<file path="config.mk">
export PLATFORM = sky130hd
export DESIGN_NAME = control_unit_flat
export DESIGN_NICKNAME = d
export VERILOG_FILES = /design/src/rtl/control_unit_pkg.sv /design/src/rtl/control_unit_if.sv /design/src/rtl/control_unit_register_file.sv /design/src/rtl/control_unit.sv /design/src/flat_wrapper.sv
export SDC_FILE = /design/constraint.sdc
export NUM_CORES = 1
export LEC_CHECK = 0
export BUFFER_PORTS_ARGS = -buffer_cell sky130_fd_sc_hd__buf_4
export CAP_MARGIN = 20
export CORE_ASPECT_RATIO = 1.5
export CORE_MARGIN = 4
export CORE_UTILIZATION = 53
export CTS_BUF_LIST = sky130_fd_sc_hd__clkbuf_2
export DETAILED_ROUTE_END_ITERATION = 8
export HOLD_SLACK_MARGIN = 0.06
export PLACE_DENSITY = 0.73
export SLEW_MARGIN = 20
export SYNTH_ARGS = -nofsm -noshare
export SYNTH_HDL_FRONTEND = slang
export SYNTH_SLANG_ARGS = --single-unit
</file>
<file path="constraint.sdc">
create_clock -name clk -period 7.2 [get_ports clk]
set_clock_uncertainty 0.05 [all_clocks]
set_input_delay 0.36 -clock clk [delete_from_list [all_inputs] [get_ports clk]]
set_output_delay 0.36 -clock clk [all_outputs]
set_load 0.02 [all_outputs]
</file>
<file path="src/rtl/control_unit_pkg.sv">
// Shared opcode values, FSM states and instruction field positions.
package control_unit_pkg;

  localparam int unsigned OP_BITS  = 5;
  localparam int unsigned SEL_BITS = 3;

  localparam int unsigned OP_LSB   = 27;
  localparam int unsigned RD_LSB   = 24;
  localparam int unsigned RA_LSB   = 21;
  localparam int unsigned RB_LSB   = 18;
  localparam int unsigned ADDR_LSB = 0;

  localparam int unsigned FLAG_C = 3;
  localparam int unsigned FLAG_S = 2;
  localparam int unsigned FLAG_O = 1;
  localparam int unsigned FLAG_Z = 0;

  typedef enum logic [OP_BITS-1:0] {
    OP_NOP = 5'd0,  OP_NOT = 5'd1,  OP_AND = 5'd2,  OP_OR  = 5'd3,
    OP_XOR = 5'd4,  OP_NEG = 5'd5,  OP_ADD = 5'd6,  OP_SUB = 5'd7,
    OP_MUL = 5'd8,  OP_DIV = 5'd9,  OP_MOD = 5'd10, OP_JMP = 5'd11,
    OP_JC  = 5'd12, OP_JS  = 5'd13, OP_JO  = 5'd14, OP_JZ  = 5'd15,
    OP_LD  = 5'd16, OP_STR = 5'd17, OP_HLT = 5'd18
  } op_e;

  typedef enum logic [2:0] {
    ST_FETCH,
    ST_DECODE,
    ST_EXEC,
    ST_MEM,
    ST_HALTED
  } state_e;

  // Opcodes whose result is written back to rd and updates the flags.
  function automatic logic is_alu_op(logic [OP_BITS-1:0] op);
    case (op)
      OP_NOT, OP_AND, OP_OR, OP_NEG, OP_ADD, OP_SUB, OP_MUL: return 1'b1;
      default:                                              return 1'b0;
    endcase
  endfunction

  // XOR/DIV/MOD are decoded as illegal along with unassigned encodings.
  function automatic logic is_legal(logic [OP_BITS-1:0] op);
    case (op)
      OP_XOR, OP_DIV, OP_MOD: return 1'b0;
      default:                return (op <= OP_HLT);
    endcase
  endfunction

endpackage

</file>
<file path="src/rtl/control_unit_if.sv">
// Single-port memory bus between the sequencer (master) and memory (slave).
interface control_unit_if #(
  parameter int unsigned BITS_DATA = 32,
  parameter int unsigned BITS_ADDR = 16
);
  logic [BITS_ADDR-1:0] mem_addr;
  logic                 mem_rd;
  logic                 mem_wr;
  logic [BITS_DATA-1:0] mem_wdata;
  logic [BITS_DATA-1:0] mem_rdata;
  logic                 mem_ack;

  modport master (
    output mem_addr, mem_rd, mem_wr, mem_wdata,
    input  mem_rdata, mem_ack
  );

  modport slave (
    input  mem_addr, mem_rd, mem_wr, mem_wdata,
    output mem_rdata, mem_ack
  );
endinterface

</file>
<file path="src/rtl/control_unit_register_file.sv">
// General register file: two asynchronous read ports, one synchronous write port.
module control_unit_register_file #(
  parameter int unsigned BITS_DATA = 32,
  parameter int unsigned NUM_REGS  = 8,
  parameter int unsigned SEL_BITS  = 3
) (
  input  logic                 clk,
  input  logic                 rst_n,
  input  logic [SEL_BITS-1:0]  rd_sel_a,
  input  logic [SEL_BITS-1:0]  rd_sel_b,
  output logic [BITS_DATA-1:0] rd_data_a,
  output logic [BITS_DATA-1:0] rd_data_b,
  input  logic                 wr_en,
  input  logic [SEL_BITS-1:0]  wr_sel,
  input  logic [BITS_DATA-1:0] wr_data
);

  logic [BITS_DATA-1:0] regs [NUM_REGS];

  assign rd_data_a = regs[rd_sel_a];
  assign rd_data_b = regs[rd_sel_b];

  // Clear every register on reset, otherwise write the selected one.
  always_ff @(posedge clk) begin
    if (!rst_n) begin
      for (int unsigned i = 0; i < NUM_REGS; i++) regs[i] <= '0;
    end else if (wr_en) begin
      regs[wr_sel] <= wr_data;
    end
  end

endmodule

</file>
<file path="src/rtl/control_unit.sv">
// Multi-cycle fetch/decode/execute sequencer driving an external combinational ALU.
module control_unit
  import control_unit_pkg::*;
#(
  parameter int unsigned BITS_DATA = 32,
  parameter int unsigned BITS_ADDR = 16,
  parameter int unsigned NUM_REGS  = 8
) (
  input  logic                 clk,
  input  logic                 rst_n,
  control_unit_if.master       mem_bus,
  output logic [BITS_DATA-1:0] alu_a,
  output logic [BITS_DATA-1:0] alu_b,
  output logic [OP_BITS-1:0]   alu_opcode,
  input  logic [BITS_DATA-1:0] alu_result,
  input  logic                 alu_c,
  input  logic                 alu_s,
  input  logic                 alu_o,
  input  logic                 alu_z,
  output logic [3:0]           flags,
  output logic [BITS_ADDR-1:0] pc,
  output logic                 halted,
  output logic                 illegal_op
);

  state_e                state;
  logic [OP_BITS-1:0]    ir_op;
  logic [SEL_BITS-1:0]   ir_rd;
  logic [SEL_BITS-1:0]   ir_ra;
  logic [SEL_BITS-1:0]   ir_rb;
  logic [BITS_ADDR-1:0]  ir_addr;

  logic [SEL_BITS-1:0]   rf_sel_a;
  logic [BITS_DATA-1:0]  rf_a;
  logic [BITS_DATA-1:0]  rf_b;
  logic                  rf_wr_en;
  logic [BITS_DATA-1:0]  rf_wr_data;
  logic                  is_ld;
  logic                  take_jump;
  logic [BITS_ADDR-1:0]  next_pc;

  assign is_ld    = (ir_op == OP_LD);
  // Port a reads ra for the ALU in DECODE and rd as store data in EXEC.
  assign rf_sel_a = (state == ST_EXEC) ? ir_rd : ir_ra;
  assign next_pc  = take_jump ? ir_addr : pc;

  control_unit_register_file #(
    .BITS_DATA (BITS_DATA),
    .NUM_REGS  (NUM_REGS),
    .SEL_BITS  (SEL_BITS)
  ) u_regs (
    .clk       (clk),
    .rst_n     (rst_n),
    .rd_sel_a  (rf_sel_a),
    .rd_sel_b  (ir_rb),
    .rd_data_a (rf_a),
    .rd_data_b (rf_b),
    .wr_en     (rf_wr_en),
    .wr_sel    (ir_rd),
    .wr_data   (rf_wr_data)
  );

  // Register write-back: ALU result in EXEC, load data on the LD ack.
  always_comb begin
    rf_wr_en   = 1'b0;
    rf_wr_data = alu_result;
    if (state == ST_EXEC && is_alu_op(ir_op)) begin
      rf_wr_en = 1'b1;
    end else if (state == ST_MEM && mem_bus.mem_rd && mem_bus.mem_ack) begin
      rf_wr_en   = 1'b1;
      rf_wr_data = mem_bus.mem_rdata;
    end
  end

  // Branch condition from the flag register.
  always_comb begin
    take_jump = 1'b0;
    case (ir_op)
      OP_JMP:  take_jump = 1'b1;
      OP_JC:   take_jump = flags[FLAG_C];
      OP_JS:   take_jump = flags[FLAG_S];
      OP_JO:   take_jump = flags[FLAG_O];
      OP_JZ:   take_jump = flags[FLAG_Z];
      default: take_jump = 1'b0;
    endcase
  end

  // Sequencer FSM with registered bus, ALU and status outputs.
  // Bus requests are raised on the edge that enters FETCH/MEM so a zero-wait
  // memory completes in the same state; only the first fetch after reset
  // needs an extra cycle to raise mem_rd.
  always_ff @(posedge clk) begin
    if (!rst_n) begin
      state             <= ST_FETCH;
      pc                <= '0;
      ir_op             <= '0;
      ir_rd             <= '0;
      ir_ra             <= '0;
      ir_rb             <= '0;
      ir_addr           <= '0;
      flags             <= '0;
      alu_a             <= '0;
      alu_b             <= '0;
      alu_opcode        <= OP_NOP;
      halted            <= 1'b0;
      illegal_op        <= 1'b0;
      mem_bus.mem_rd    <= 1'b0;
      mem_bus.mem_wr    <= 1'b0;
      mem_bus.mem_addr  <= '0;
      mem_bus.mem_wdata <= '0;
    end else begin
      case (state)
        ST_FETCH: begin
          if (!mem_bus.mem_rd) begin
            mem_bus.mem_rd   <= 1'b1;
            mem_bus.mem_addr <= pc;
          end else if (mem_bus.mem_ack) begin
            ir_op          <= mem_bus.mem_rdata[OP_LSB +: OP_BITS];
            ir_rd          <= mem_bus.mem_rdata[RD_LSB +: SEL_BITS];
            ir_ra          <= mem_bus.mem_rdata[RA_LSB +: SEL_BITS];
            ir_rb          <= mem_bus.mem_rdata[RB_LSB +: SEL_BITS];
            ir_addr        <= mem_bus.mem_rdata[ADDR_LSB +: BITS_ADDR];
            pc             <= pc + BITS_ADDR'(1);
            mem_bus.mem_rd <= 1'b0;
            state          <= ST_DECODE;
          end
        end
        ST_DECODE: begin
          alu_a      <= rf_a;
          alu_b      <= rf_b;
          alu_opcode <= ir_op;
          if (!is_legal(ir_op)) begin
            illegal_op <= 1'b1;
            halted     <= 1'b1;
            state      <= ST_HALTED;
          end else begin
            state <= ST_EXEC;
          end
        end
        ST_EXEC: begin
          if (is_alu_op(ir_op)) begin
            flags <= {alu_c & (ir_op != OP_MUL), alu_s, alu_o, alu_z};
          end
          if (ir_op == OP_HLT) begin
            halted <= 1'b1;
            state  <= ST_HALTED;
          end else if (ir_op == OP_LD || ir_op == OP_STR) begin
            mem_bus.mem_addr  <= ir_addr;
            mem_bus.mem_rd    <= is_ld;
            mem_bus.mem_wr    <= ~is_ld;
            mem_bus.mem_wdata <= rf_a;
            state             <= ST_MEM;
          end else begin
            pc               <= next_pc;
            mem_bus.mem_rd   <= 1'b1;
            mem_bus.mem_addr <= next_pc;
            state            <= ST_FETCH;
          end
        end
        ST_MEM: begin
          if (mem_bus.mem_ack) begin
            mem_bus.mem_wr   <= 1'b0;
            mem_bus.mem_rd   <= 1'b1;
            mem_bus.mem_addr <= pc;
            state            <= ST_FETCH;
          end
        end
        ST_HALTED: begin
          state <= ST_HALTED;
        end
        default: begin
          state <= ST_FETCH;
        end
      endcase
    end
  end

endmodule
</file>
<file path="src/flat_wrapper.sv">
// flat-port wrapper written by rule: the top's interface ports become plain ports
module control_unit_flat import control_unit_pkg::*;
#(
  parameter int unsigned BITS_DATA = 32,
  parameter int unsigned BITS_ADDR = 16,
  parameter int unsigned NUM_REGS  = 8
)
  (clk, rst_n, alu_a, alu_b, alu_opcode, alu_result, alu_c, alu_s, alu_o, alu_z, flags, pc, halted, illegal_op, mem_bus_mem_addr, mem_bus_mem_rd, mem_bus_mem_wr, mem_bus_mem_wdata, mem_bus_mem_rdata, mem_bus_mem_ack);
  control_unit_if #(.BITS_DATA(BITS_DATA), .BITS_ADDR(BITS_ADDR)) mem_bus_i ();
  input  logic clk;
  input  logic rst_n;
  output logic [BITS_DATA-1:0] alu_a;
  output logic [BITS_DATA-1:0] alu_b;
  output logic [OP_BITS-1:0] alu_opcode;
  input  logic [BITS_DATA-1:0] alu_result;
  input  logic alu_c;
  input  logic alu_s;
  input  logic alu_o;
  input  logic alu_z;
  output logic [3:0] flags;
  output logic [BITS_ADDR-1:0] pc;
  output logic halted;
  output logic illegal_op;
  output wire logic [$bits(mem_bus_i.mem_addr)-1:0] mem_bus_mem_addr;
  output wire logic [$bits(mem_bus_i.mem_rd)-1:0] mem_bus_mem_rd;
  output wire logic [$bits(mem_bus_i.mem_wr)-1:0] mem_bus_mem_wr;
  output wire logic [$bits(mem_bus_i.mem_wdata)-1:0] mem_bus_mem_wdata;
  input wire logic [$bits(mem_bus_i.mem_rdata)-1:0] mem_bus_mem_rdata;
  input wire logic [$bits(mem_bus_i.mem_ack)-1:0] mem_bus_mem_ack;
  assign mem_bus_mem_addr = mem_bus_i.mem_addr;
  assign mem_bus_mem_rd = mem_bus_i.mem_rd;
  assign mem_bus_mem_wr = mem_bus_i.mem_wr;
  assign mem_bus_mem_wdata = mem_bus_i.mem_wdata;
  assign mem_bus_i.mem_rdata = mem_bus_mem_rdata;
  assign mem_bus_i.mem_ack = mem_bus_mem_ack;
  control_unit #(.BITS_DATA(BITS_DATA), .BITS_ADDR(BITS_ADDR), .NUM_REGS(NUM_REGS)) u_core (.clk(clk), .rst_n(rst_n), .mem_bus(mem_bus_i), .alu_a(alu_a), .alu_b(alu_b), .alu_opcode(alu_opcode), .alu_result(alu_result), .alu_c(alu_c), .alu_s(alu_s), .alu_o(alu_o), .alu_z(alu_z), .flags(flags), .pc(pc), .halted(halted), .illegal_op(illegal_op));
endmodule
</file>
==> results of run 1 <==
-- stage by stage --
stage | hold WS, ps | utilization (%) | setup WS [ps] | total power, mW | area [sq um]
2_1_floorplan | 394.3 | - | 4184 | 3.249 | 19720
3_3_place_gp | 386.6 | 58.43 | 3495 | 3.498 | 21500
3_5_place_dp | 390.5 | 58.43 | 3291 | 3.520 | 21500
4_1_cts | 67.54 | 62.86 | 3246 | 4.988 | 23130
5_1_grt | 109.1 | 62.97 | 2908 | 5.182 | 23170
6_report | 135.7 | 62.97 | 3108 | 4.980 | 23170
-- path summary, 6_finish.rpt --
kind,from,endpoint,slack [ps],cells after the start
worst max-delay path,u_core.state[1],u_core.mem_bus.mem_wdata[7],3110,8
worst min-delay path,mem_bus_mem_rdata[10],u_core.ir_addr[10],140,4
worst max register to register,u_core.state[1],u_core.mem_bus.mem_wdata[7],3110,8
worst min register to register,u_core.mem_bus.mem_addr[13],u_core.mem_bus.mem_addr[13],400,2
-- routing by layer --
metal	track usage [%]	wire [um]	up-vias	part of all wire [%]
met2	51.62	31270	1187	50
met4	15.61	2708	0	4.4
met3	4.856	6137	226	9.9
met5	0	0	-	0
li1	-	-	7418	-
met1	36.08	21950	8160	35
-- final cells by class --
cell class	count	area [sq um]
multi-input cells	1282	7900
diodes	2	5.005
well taps	484	605.6
clock buffers	139	695.7
flip-flops and latches	430	11180
clock inverters	31	125.1
repair buffers	322	2633
fillers	2961	13630
inverters	9	33.78
-- cells by family after synthesis --
family                     count (synthesis)  share of synthesized area (%)
adders and majority gates                  1                        0.06345
muxes                                    160                          12.27
AOI/OAI and AO/OA                        482                          14.41
buffers and inverters                    166                          3.649
and+or+nand+nor                          639                          12.94
DFF                                      430                          56.66
-- power by group through the flow --
stage	sequential [mW]	clock (mW)	combinational [mW]
finish	2.80	1.46	0.721
floorplan	2.86	0	0.388
global placement	2.84	0	0.656
global route	2.81	1.61	0.769
CTS	2.79	1.49	0.710
detailed placement	2.85	0	0.672
-- synthesized netlist by cell type, types with 2 or more instances --
master	count
edfxtp_1	256
clkbuf_1	117
mux4_2	64
and2_1	3
nor4b_1	3
inv_1	8
nor4_1	2
dfxtp_1	174
nand3b_1	6
a21oi_1	248
a211oi_1	33
a31oi_1	9
o211ai_1	2
mux2_1	2
a311oi_1	2
nor2b_1	6
o21ai_0	78
and3_1	2
nand4_1	4
nand3_1	9
nor3_1	2
buf_6	6
o221a_1	2
o221ai_1	4
nand2_1	241
o21ai_1	24
mux2_2	2
o21a_1	4
buf_1	9
buf_4	8
nor2_1	350
a221oi_1	66
buf_2	17
or3_1	2
a2111oi_0	2
a21o_1	2
mux2i_1	91
-- worst max-delay path: stages (launching register included) --
cell      delay [ps]
dfxtp_1          630
or3b_1           390
buf_4            240
mux2i_4          830
buf_4            900
a21oi_1          200
a221oi_1         360
nor2_1           150
a21oi_1          160
-- flip-flops by register name, summed over array words and instances, names as in the netlist, 3 cells and up --
| register | cells |
|---|---|
| u_core.ir_rb | 3 |
| u_core.ir_op | 5 |
| u_core.flags | 4 |
| u_core.alu_b | 32 |
| u_core.ir_rd | 3 |
| u_core.alu_opcode | 5 |
| u_core.ir_addr | 16 |
| u_core.pc | 16 |
| u_core.alu_a | 32 |
| u_core.mem_bus.mem_addr | 16 |
| u_core.ir_ra | 3 |
| u_core.u_regs.regs | 256 |
| u_core.mem_bus.mem_wdata | 32 |
| u_core.state | 3 |
==> metrics.md, run 1 <==
| Metric | Value |
|---|---|
| CP arrival | `4970 ps` |
| Synth area leader | `edfxtp_1` |
| Crit Path Class | `reg2reg` |
| Status | `finished, final reports clean` |
| Post-synthesis sequential area ratio | `a little under three fifths` |
| Via density | `around 6.3` |
| # Max-Cap Violations | `0` |
| Commonest non-fill, non-tap cell in the layout | `nor2_1` |
| Via count | `16991` |
| IO Port Bufs | `211` |
| Max-slew headroom | `23.11%` |
| Leak | `between 8 and 9 nW` |
| DR pass1 iterations | `6` |
| Fraction of registers with async set/reset | `0%` |
| Worst setup EP type | `flop` |
| Setup Fix Bufs, Post-CTS | `0` |
| Cell Area, Synth | `slightly below 0.02 sq mm` |
| PostCTS Resize Cnt | `0` |
| WL/cell | `between 20 and 25 um` |
| Hold Crit Class | `in2reg` |
| Cts bufs inserted | `94` |
| Die area | `about 0.04 sq mm` |
| Clk sink count | `430` |
| RePlAce Congestion | `0.8609` |
| Initial antenna violation count | `2` |
| Power Dens Cells | `214.9 mW/mm^2` |
| Remaining DRCs | `0` |
| Post-synth EDFFs | `256` |
| Placed cells | `approximately 2400` |
| Worst-Margin Slew | `around 1100 ps` |
| Flop pwr share | `a little under three fifths` |
| Synthesis Warnings | `0` |
| Total GRT Usage | `about 30%` |
| CP Max Fanout | `96` |
| Initial Util | `~54%` |
| Die width | `between 150 and 200 um` |
| Switching Power | `1.484 mW` |
| Syn Nets | `around 2000` |
| H-tree depth | `3` |
| Final Critical Period | `a little over 4000 ps` |
| Antenna-violating nets left | `0` |
| Detailed placement HPWL | `36050 um` |
| Layout area overhead | `17.55%` |
| Top_reg_cell synth | `edfxtp_1` |
| Synth Instances | `approximately 1900` |
| Cell variety after synth | `55` |
| Final Slew Violations | `0` |
| DRT iter0 DRCs | `just over 2000` |
| Avg Cell Area, Syn | `10.50 sq um` |
| Highest Clock Rate | `244.4 MHz` |
| Hold-fix buffers at CTS | `between 80 and 90` |
| Die Span Y | `roughly 240 um` |
| Max clock buf depth | `3` |
| Layout cells sized above 1 | `a little over a fifth` |
| Hold Fails Final Rpt | `0` |
| Fin cells | `~2700` |
| Final net count | `around 2200` |
| Vias in the first global route | `roughly 17000` |
| Area share of the largest cell type after synthesis | `roughly 39%` |
| Setup violations, final | `0` |
| First-pass GRT wire length | `between 90000 and 100000 um` |
| Final wirelength | `62060 um` |
| RSZ-0062 raised after global routing | `no` |
| Sw Ratio | `29.80%` |
| Logic pwr share | `14.5%` |
| CTS tree | `built` |
| Final Cycle Share | `between 50% and 60%` |
| Final TNS setup | `0 ps` |
| FP Rows | `86` |
| Cell Int Power | `~3.5 mW` |
| Commonest cells after routing, fill and taps aside | `349 x nor2_1, 256 x edfxtp_1, 248 x a21oi_1` |
| Critical Path RT | `slightly above 8000 ps` |
| Core Area | `approximately 0.037 sq mm` |
| Largest net degree at the start of global routing | `97` |
| Boundary Pins | `approximately 210` |
| Clk_lat worst skew | `just over 1000 ps` |
| Peak VDD IR | `roughly 80 uV` |
| Clock Power Share | `around 29%` |
| Clock transition at path regs | `about 120 ps` |
| Top cells by area, synth | `edfxtp_1 39%, dfxtp_1 18%, mux4_2 7.3%, nor2_1 6.7%, a21oi_1 6.3%` |
| Setup crit start kind | `flop` |
| Register bit count reported by yosys | `430` |
| Root Driver | `clkbuf_2` |
| Grt total ovfl | `0` |
Power figures use the tool's default switching activity.
==> run 2: changes to the inputs <==
==> constraint.sdc (replaced) <==
create_clock -name clk -period 3.9 [get_ports clk]
set_clock_uncertainty 0.05 [all_clocks]
set_input_delay 0.195 -clock clk [delete_from_list [all_inputs] [get_ports clk]]
set_output_delay 0.195 -clock clk [all_outputs]
set_load 0.02 [all_outputs]
==> metrics.md, run 2 (synthesized netlist as in run 1, its figures left out) <==
| Metric | Value |
|---|---|
| Die Span Y | `244.2 um (unchanged)` |
| Critical Path RT | `4690 ps (-3390 ps)` |
| Flop pwr share | `54.1% (-2.0 points)` |
| RePlAce Congestion | `0.8943 (+3.9%)` |
| Clock transition at path regs | `130 ps (about the same)` |
| # Max-Cap Violations | `0 (unchanged)` |
| Highest Clock Rate | `289.5 MHz (+18%)` |
| Root Driver | `clkbuf_2` |
| Status | `finished, final reports clean` |
| Final hold slack | `151.6 ps (+15.90 ps)` |
| Via density | `6.262 (-0.52%)` |
| Worst r2r src | `u_core.state[2]` |
| WL/cell | `22.96 um (-0.15%)` |
| Hold Fails Final Rpt | `0 (unchanged)` |
| Final wirelength | `64340 um (+3.7%)` |
| Final Cycle Share | `88.58% (+32 points)` |
| Boundary Pins | `212 (unchanged)` |
| Commonest non-fill, non-tap cell in the layout | `nor2_1` |
| CP Max Fanout | `21 (-78%)` |
| Final TNS setup | `0 ps (unchanged)` |
| Worst reg-to-reg setup slack | `450 ps (-2660 ps)` |
| Total GRT Usage | `31.10% (+1.1 points)` |
| FP Rows | `86 (unchanged)` |
| Initial Util | `53.57% (unchanged)` |
| Logic pwr share | `15.0% (+0.5 points)` |
| Clk sink count | `430 (unchanged)` |
| Cell Int Power | `6.707 mW (+92%)` |
| Setup crit start kind | `flop` |
| Cts bufs inserted | `99 (+5.3%)` |
| Final Slew Violations | `0 (unchanged)` |
| Detailed placement HPWL | `38590 um (+7.1%)` |
| Via count | `17547 (+3.3%)` |
| Post-Place Worst Slack | `756.4 ps (-2535 ps)` |
| Switching Power | `2.853 mW (+92%)` |
| Die width | `165.5 um (unchanged)` |
| Final net count | `2303 (+4.2%)` |
| Die area | `0.04041 sq mm (unchanged)` |
| Clk_lat worst skew | `1090 ps (+60 ps)` |
| First-pass GRT wire length | `96020 um (+3.3%)` |
| Layout area overhead | `23.22%` |
| Initial antenna violation count | `2 (unchanged)` |
| Max-slew headroom | `20.97% (-2.1 points)` |
| Max FFs per register | `256 (unchanged)` |
| Crit path from | `u_core.state[2]` |
| Core Area | `0.03680 sq mm (unchanged)` |
| Clock Power Share | `30.9% (+1.5 points)` |
| H-tree depth | `3 (unchanged)` |
| Most flops, register | `u_core.u_regs.regs` |
| Grt total ovfl | `0 (unchanged)` |
| DR pass1 iterations | `6 (unchanged)` |
| Vias in the first global route | `17637 (+4.6%)` |
| Final Critical Period | `3455 ps (-636.7 ps)` |
| Leak | `9.252 nW (+5.5%)` |
| Worst reg2reg path endpoint | `u_core.u_regs.regs[7][17]` |
| Commonest cells after routing, fill and taps aside | `348 x nor2_1, 256 x edfxtp_1, 248 x a21oi_1` |
| Setup violations, final | `0 (unchanged)` |
| Antenna-violating nets left | `0 (unchanged)` |
| Peak VDD IR | `215.1 uV (+170%)` |
| Remaining DRCs | `0 (unchanged)` |
| Worst-Margin Slew | `1178 ps (+29.18 ps)` |
| Final worst setup slack | `445.2 ps (-2663 ps)` |
| Max clock buf depth | `3 (unchanged)` |
| Total chip power | `9.560 mW (+92%)` |
| Crit Path Class | `reg2reg` |
| CP arrival | `4240 ps (-730 ps)` |
| Layout cells sized above 1 | `21.64% (+0.13 points)` |
| Power Dens Cells | `393.5 mW/mm^2 (+83%)` |
| CTS tree | `built` |
| RSZ-0062 raised after global routing | `no` |
| Largest net degree at the start of global routing | `135 (+39%)` |
| IO Port Bufs | `211 (unchanged)` |
| Crit path capture | `u_core.u_regs.regs[7][17]` |
| Hold Crit Class | `in2reg` |
| Sw Ratio | `29.84% (+0.039 points)` |
| Reg2reg path depth | `7 (-1)` |
| Worst setup EP type | `flop` |
| DRT iter0 DRCs | `2005 (-3.0%)` |
## run 2: cell count changes in the layout (fill, tap and decap cells not counted), moves of 2 or more
cell	delta
dlygate4sd3_1	+69
buf_12	+14
clkinv_1	+8
buf_4	+4
clkbuf_2	+3
bufinv_16	+2
## run 2: final cells by class
class	count	area, sq um
diodes	3	7.507
clock buffers	142	710.7
clock inverters	43	230.2
fillers	2862	12510
inverters	9	33.78
multi-input cells	1282	7895
flip-flops and latches	430	11180
well taps	484	605.6
repair buffers	409	3633
## run 2: layer usage
layer / GRT usage (%) / part of all wire (%)
met1: 36.63 / 34
met2: 53.35 / 50
met3: 6.087 / 11
met4: 16.36 / 5.0
met5: 0 / 0
## run 2: power groups by stage
stage	combinational (mW)	sequential (mW)	clock [mW]
detailed placement	1.28	5.26	0
CTS	1.41	5.16	2.99
finish	1.43	5.17	2.96
floorplan	0.717	5.28	0
global placement	1.25	5.25	0
global route	1.52	5.19	3.23
## run 2: worst min path at each step
stage,startpoint,endpoint,slack [ps],cells after the start
final,mem_bus_mem_rdata[19],u_core.u_regs.regs[3][19],150,4
after global routing,alu_result[16],u_core.u_regs.regs[6][16],90,4
after CTS,mem_bus_mem_rdata[19],u_core.u_regs.regs[0][19],60,4
after detailed placement,u_core.mem_bus.mem_addr[2],u_core.mem_bus.mem_addr[2],390,2
after global placement,alu_z,u_core.flags[0],380,3
after floorplan,mem_bus_mem_rdata[10],u_core.ir_addr[10],280,2
## run 2: through the flow
stage                     cells  cell area [sq um]  util (%)
after global placement     2464              21840     59.34
final                      2802              24290     66.01
after floorplan            1878              19720         -
after global routing       2802              24290     66.01
after detailed placement   2464              21840     59.34
after CTS                  2799              24280     65.98
## run 2: what timing repair did
item / CTS / global route
gates resized for setup: 0 / 0
hold buffers: 150 / 0
endpoints found under the hold margin: 385 / 0
buffers inserted: 0 / 0
## run 2: critical path: stages (launching register included)
cell and delay [ps]:
dfxtp_1 590, and4b_1 300, nand2_2 380, buf_12 310, mux2i_1 230, dlygate4sd3_1 750
nor2_1 70, dlygate4sd3_1 580
